--- config.mk ---
export PLATFORM = sky130hd
export DESIGN_NAME = microseq_unit
export DESIGN_NICKNAME = d
export VERILOG_FILES = /design/src/rtl/microseq_unit.sv
export SDC_FILE = /design/constraint.sdc
export NUM_CORES = 1
export LEC_CHECK = 0
export CAP_MARGIN = 0
export CORE_MARGIN = 2
export CORE_UTILIZATION = 50
export CTS_CLUSTER_DIAMETER = 200
export DETAILED_ROUTE_END_ITERATION = 12
export PLACE_DENSITY = 0.85
export SYNTH_ARGS = -nofsm -noshare
export SYNTH_HDL_FRONTEND = slang
export SYNTH_SLANG_ARGS = --single-unit
--- constraint.sdc ---
create_clock -name clk -period 4.85 [get_ports clk]
set_clock_uncertainty 0.05 [all_clocks]
set_input_delay 0.97 -clock clk [delete_from_list [all_inputs] [get_ports clk]]
set_output_delay 0.97 -clock clk [all_outputs]
set_load 0.01 [all_outputs]
--- src/rtl/microseq_unit.sv ---
// microseq_unit -- microprogram sequencer for the control unit.
//
// Holds the micro-PC (upc) that addresses a combinational microcode memory.
// Each cycle the memory's condition/BT/jump_addr fields for the current upc,
// plus the datapath zero flag z, select the next micro-address.
// Execution starts at address 0 on a start strobe and stops on a taken
// branch to itself (self-loop halt).
//
// Optional build macro: MICROSEQ_STACK_EN adds a STACK_DEPTH-entry return
// stack (call on taken branch with BT=1, return on taken branch to RET_ADDR).
//
// Ports:
//   clk        in  rising-edge clock
//   rst        in  asynchronous active-high reset
//   start      in  one-cycle strobe, (re)starts execution at address 0
//   stall      in  freezes all sequencer state
//   z          in  datapath zero flag
//   condition  in  [1:0] 00 never, 01 always, 10 if z, 11 if !z
//   BT         in  branch type, 1 = call when taken (stack build only)
//   jump_addr  in  [ADDR_W-1:0] branch target
//   upc        out [ADDR_W-1:0] registered micro-PC
//   running    out high in RUN
//   done       out high in HALT
//   err        out sticky stack overflow/underflow, 0 without the stack
module microseq_unit #(
  parameter int unsigned          ADDR_W      = 16,
  parameter int unsigned          STACK_DEPTH = 4,
  parameter logic [ADDR_W-1:0]    RET_ADDR    = '1
) (
  input  logic              clk,
  input  logic              rst,
  input  logic              start,
  input  logic              stall,
  input  logic              z,
  input  logic [1:0]        condition,
  input  logic              BT,
  input  logic [ADDR_W-1:0] jump_addr,
  output logic [ADDR_W-1:0] upc,
  output logic              running,
  output logic              done,
  output logic              err
);

  typedef enum logic [1:0] {IDLE, RUN, HALT} state_t;

  state_t            state, state_nxt;
  logic [ADDR_W-1:0] upc_nxt;
  logic [ADDR_W-1:0] upc_inc;
  logic              err_nxt;
  logic              taken;

  assign upc_inc = upc + 1'b1;

  always_comb begin
    taken = 1'b0;
    unique case (condition)
      2'b00: taken = 1'b0;
      2'b01: taken = 1'b1;
      2'b10: taken = z;
      2'b11: taken = ~z;
    endcase
  end

`ifdef MICROSEQ_STACK_EN
  localparam int unsigned IDX_W = $clog2(STACK_DEPTH);
  localparam int unsigned SP_W  = IDX_W + 1;

  logic [ADDR_W-1:0] stack [STACK_DEPTH];
  logic [SP_W-1:0]   sp, sp_nxt;
  logic              push_en;
  logic              stack_full, stack_empty;
  logic [IDX_W-1:0]  top_idx;

  assign stack_full  = (sp == SP_W'(STACK_DEPTH));
  assign stack_empty = (sp == '0);
  assign top_idx     = IDX_W'(sp - 1'b1);
`endif

  always_comb begin
    state_nxt = state;
    upc_nxt   = upc;
    err_nxt   = err;
`ifdef MICROSEQ_STACK_EN
    sp_nxt    = sp;
    push_en   = 1'b0;
`endif
    case (state)
      IDLE, HALT: begin
        if (start) begin
          state_nxt = RUN;
          upc_nxt   = '0;
          err_nxt   = 1'b0;
        end
      end
      RUN: begin
        if (!taken) begin
          upc_nxt = upc_inc;
`ifdef MICROSEQ_STACK_EN
        end else if (jump_addr == RET_ADDR) begin
          // Returns bypass the self-loop halt check; an empty pop falls through.
          if (stack_empty) begin
            err_nxt = 1'b1;
            upc_nxt = upc_inc;
          end else begin
            sp_nxt  = sp - 1'b1;
            upc_nxt = stack[top_idx];
          end
`endif
        end else begin
`ifdef MICROSEQ_STACK_EN
          if (BT) begin
            // Overflowing call still jumps; only the return address is lost.
            if (stack_full) begin
              err_nxt = 1'b1;
            end else begin
              push_en = 1'b1;
              sp_nxt  = sp + 1'b1;
            end
          end
`endif
          upc_nxt = jump_addr;
          if (jump_addr == upc) state_nxt = HALT;
        end
      end
      default: state_nxt = IDLE;
    endcase
  end

  always_ff @(posedge clk or posedge rst) begin
    if (rst) begin
      state <= IDLE;
      upc   <= '0;
      err   <= 1'b0;
    end else if (!stall) begin
      state <= state_nxt;
      upc   <= upc_nxt;
      err   <= err_nxt;
    end
  end

`ifdef MICROSEQ_STACK_EN
  always_ff @(posedge clk or posedge rst) begin
    if (rst) sp <= '0;
    else if (!stall) sp <= sp_nxt;
  end

  // Storage needs no reset: entries are only read below sp.
  always_ff @(posedge clk) begin
    if (!stall && push_en) stack[sp[IDX_W-1:0]] <= upc_inc;
  end
`else
  logic unused_cfg;
  assign unused_cfg = ^{BT, RET_ADDR, ADDR_W'(STACK_DEPTH)};
`endif

  assign running = (state == RUN);
  assign done    = (state == HALT);

endmodule

==> out/metrics.cfg <==
[cells_and_area]
num_antenna_cells=0
drive_gt1_share_pct=3.483
areaGrowthSynthToFinish_pct=31.28
layout.nets=227
postLayoutCellArea_um2=1817

[pwr]
switching_power_w=0.0001787
p_int_w=0.0003094
ir_drop_uv=215.8
p_per_area_nw_per_um2=268.7
clockPowerShare_pct=20.9
combPwrFrac_pct=35.5
p_sw_share_pct=36.62
seqPwrFrac_pct=43.6
p_leak_nw=0.7225

[status]
status=finished clean

[synthesis]
ys_types=45
synthSimpleGateAreaFrac_pct=21.97
synth_top_family_by_area=compound AO/OA/AOI/OAI gates
avgSynthCellArea_um2=8.237
yosys_warnings=0
synthAdderAreaFrac_pct=0.9042
synth_top_area_cell=dfrtp_1
yosysSeqAreaShare_pct=32.55
synth_area_um2=1384
syn_nets=193
synth_edf_count=0
ys_top_cells_by_area=dfrtp_1 33%, xor2_1 8.9%, o21ai_0 4.7%
synth_compound_area_share_pct=25.95
synthMuxAreaShare_pct=0.7233
ys.flop_type=dfrtp_1
synth_top_area_share_pct=32.55
async_flop_share_pct=100.0
synth_cells=168
synth-seq-cells=18
synth_xor_area_share_pct=10.76

[clock_tree]
clk_root_buffer_cell=clkbuf_4
numCtsBuffers=3
holdBufCountCts=0
clock_latency_ps=320
cts_sinks=18
cts_buffer_depth=2
cts_tree=done
clkTransAtPathRegs_ps=130
htreeDepth=1
ctsResizeCount=0
post-cts-setup-buffers=0

[floorplan]
die_area_um2=3205
die_w_um=56.61
die_y_um=56.61
start_util_pct=51.51
ios=43
num_rows=19
coreArea_um2=2686

[sta]
period_minus_slack_ps=3249
slew_headroom_pct=17.48
worst_slack_ps=1601
clock.fmax_mhz=307.8
setup_tns_ps=0
rsz0062_at_grt=false
timing.final.setup_violations=0
final_max_slew_viol_count=0
worst_pin_slew_ps=1230
whs_ps=582.7
hold_viol=0
timing.final.crit_share_pct=66.98

[placed_design]
port_buffers=40
dpl.hpwl_um=2931
place_congestion=0.9322
post-place-ws_ps=1334
dpl_cell_area_um2=1780

[global_routing]
grt_pass1_vias=1483
gr-total-overflow=0
grt_start_max_net_pins=19
track_usage_pct=26.51
grt_pass1_wl_um=6734
antenna_found_initial=0

[detailed_routing]
ant_nets=0
drt_pass1_iterations=4
route.detailed.drc=0
wire_per_inst_um=17.59
viasPerCell=6.556
vias=1521
drt_wl_total_um=4082
drt_iter0_drc=64

[min_path]
hold_path_class=reg -> reg

[worst_setup_path]
cp_cell_sequence=clkdlybuf4s50_1 > a21boi_1 > or2_2 > nand4_1 > o41a_1
arrival_ps=3390
path_delay_family=compound AO/OA/AOI/OAI gates
path_class=in -> reg
crit_slowest_cell=a21boi_1
cp_max_fo=18
required_ps=4990
start_kind=input port
cpPeakStageDelay_ps=900
endpoint_kind=register
critPathBufInv=1

[run]
cap_violations=0

==> worst register-to-register path, cell delays in order (launching register included) <==
cell	delay, ps
dfrtp_1	440
or3b_1	640
or3_4	500
or4_1	510
nand3_1	90
==> cell usage after synthesis (2+ instances only) <==
library cell and number:
nor4_1 7, dfrtp_1 18, or3_1 2, nand4_1 5
o21ai_0 13, xnor2_1 3, o211ai_1 4, and2b_1 2
clkbuf_1 10, a21oi_1 12, or4_1 2, and3_1 2
a32oi_1 4, and4_1 2, inv_1 12, nand3_1 9
nand2_1 6, nor3_1 5, o22ai_1 6, a31oi_1 2
xor2_1 14, o31a_1 4, nor2_1 2
==> power groups by stage <==
stage	clock network [W]	logic [W]	registers [W]
after global placement	0	0.000167	0.000212
final	0.000102	0.000173	0.000213
after detailed placement	0	0.000171	0.000214
after floorplan	0	0.0000836	0.000212
after CTS	0.0000981	0.000173	0.000211
after global routing	0.000105	0.000189	0.000217
==> flip-flops by register name, summed over array words and instances, names as in the netlist <==
signal  cells
state       2
upc        16
==> through the flow <==
step	cells	util, %	total power (W)
3_3_place_gp	228	66.28	0.0003790
5_1_grt	232	67.63	0.0005102
2_1_floorplan	168	-	0.0002961
4_1_cts	232	67.63	0.0004822
3_5_place_dp	228	66.28	0.0003853
6_report	232	67.63	0.0004881
==> layer usage <==
| layer | vias up | GRT usage, % | part of all wire (%) |
|---|---|---|---|
| met2 | 73 | 45.51 | 49 |
| met3 | 13 | 3.226 | 7.2 |
| met1 | 733 | 34.80 | 41 |
| met5 | - | 0 | 0 |
| met4 | 0 | 7.823 | 2.7 |
| li1 | 702 | - | - |
==> final timing paths <==
check                                   from  endpoint  slack [ps]  cells after the start
worst max-delay path            condition[0]  state[0]        1600                      5
worst min-delay path                  upc[9]    upc[9]         580                      2
worst max register to register      state[1]   upc[14]        2570                      4
worst min register to register        upc[9]    upc[9]         580                      2
max in group asynchronous                rst    upc[1]        3270                      2
min in group asynchronous                rst   upc[12]        1000                      2
==> cell type report <==
class	count	area, um^2
Clock buffer	4	36.28
Fill cell	240	869.6
Inverter	12	45.04
Multi-Input combinational cell	126	838.3
Sequential cell	18	450.4
Tap cell	31	38.79
Timing Repair Buffer	41	407.9
==> logic make-up after synthesis <==
logic type               Yosys count
AO/OA/AOI/OAI                     55
XOR/XNOR                          17
adder cells (fa/ha/maj)            1
buffers and inverters             24
flip-flops                        18
multiplexers                       1
other                              1
AND/OR/NAND/NOR                   51
==> cells in the final DEF (no fill, tap or decap), drive strengths merged, types with 3 or more instances in the layout <==
cell	count
dfrtp	18
inv	12
xor2	14
nand2	6
nor4	7
o22ai	6
nand4	5
o21ai	14
or3	3
o211ai	4
o31a	4
nor3	5
a21oi	12
a32oi	4
clkbuf	4
clkdlybuf4s50	40
xnor2	3
nand3	9
(Power assumes the default switching activity.)
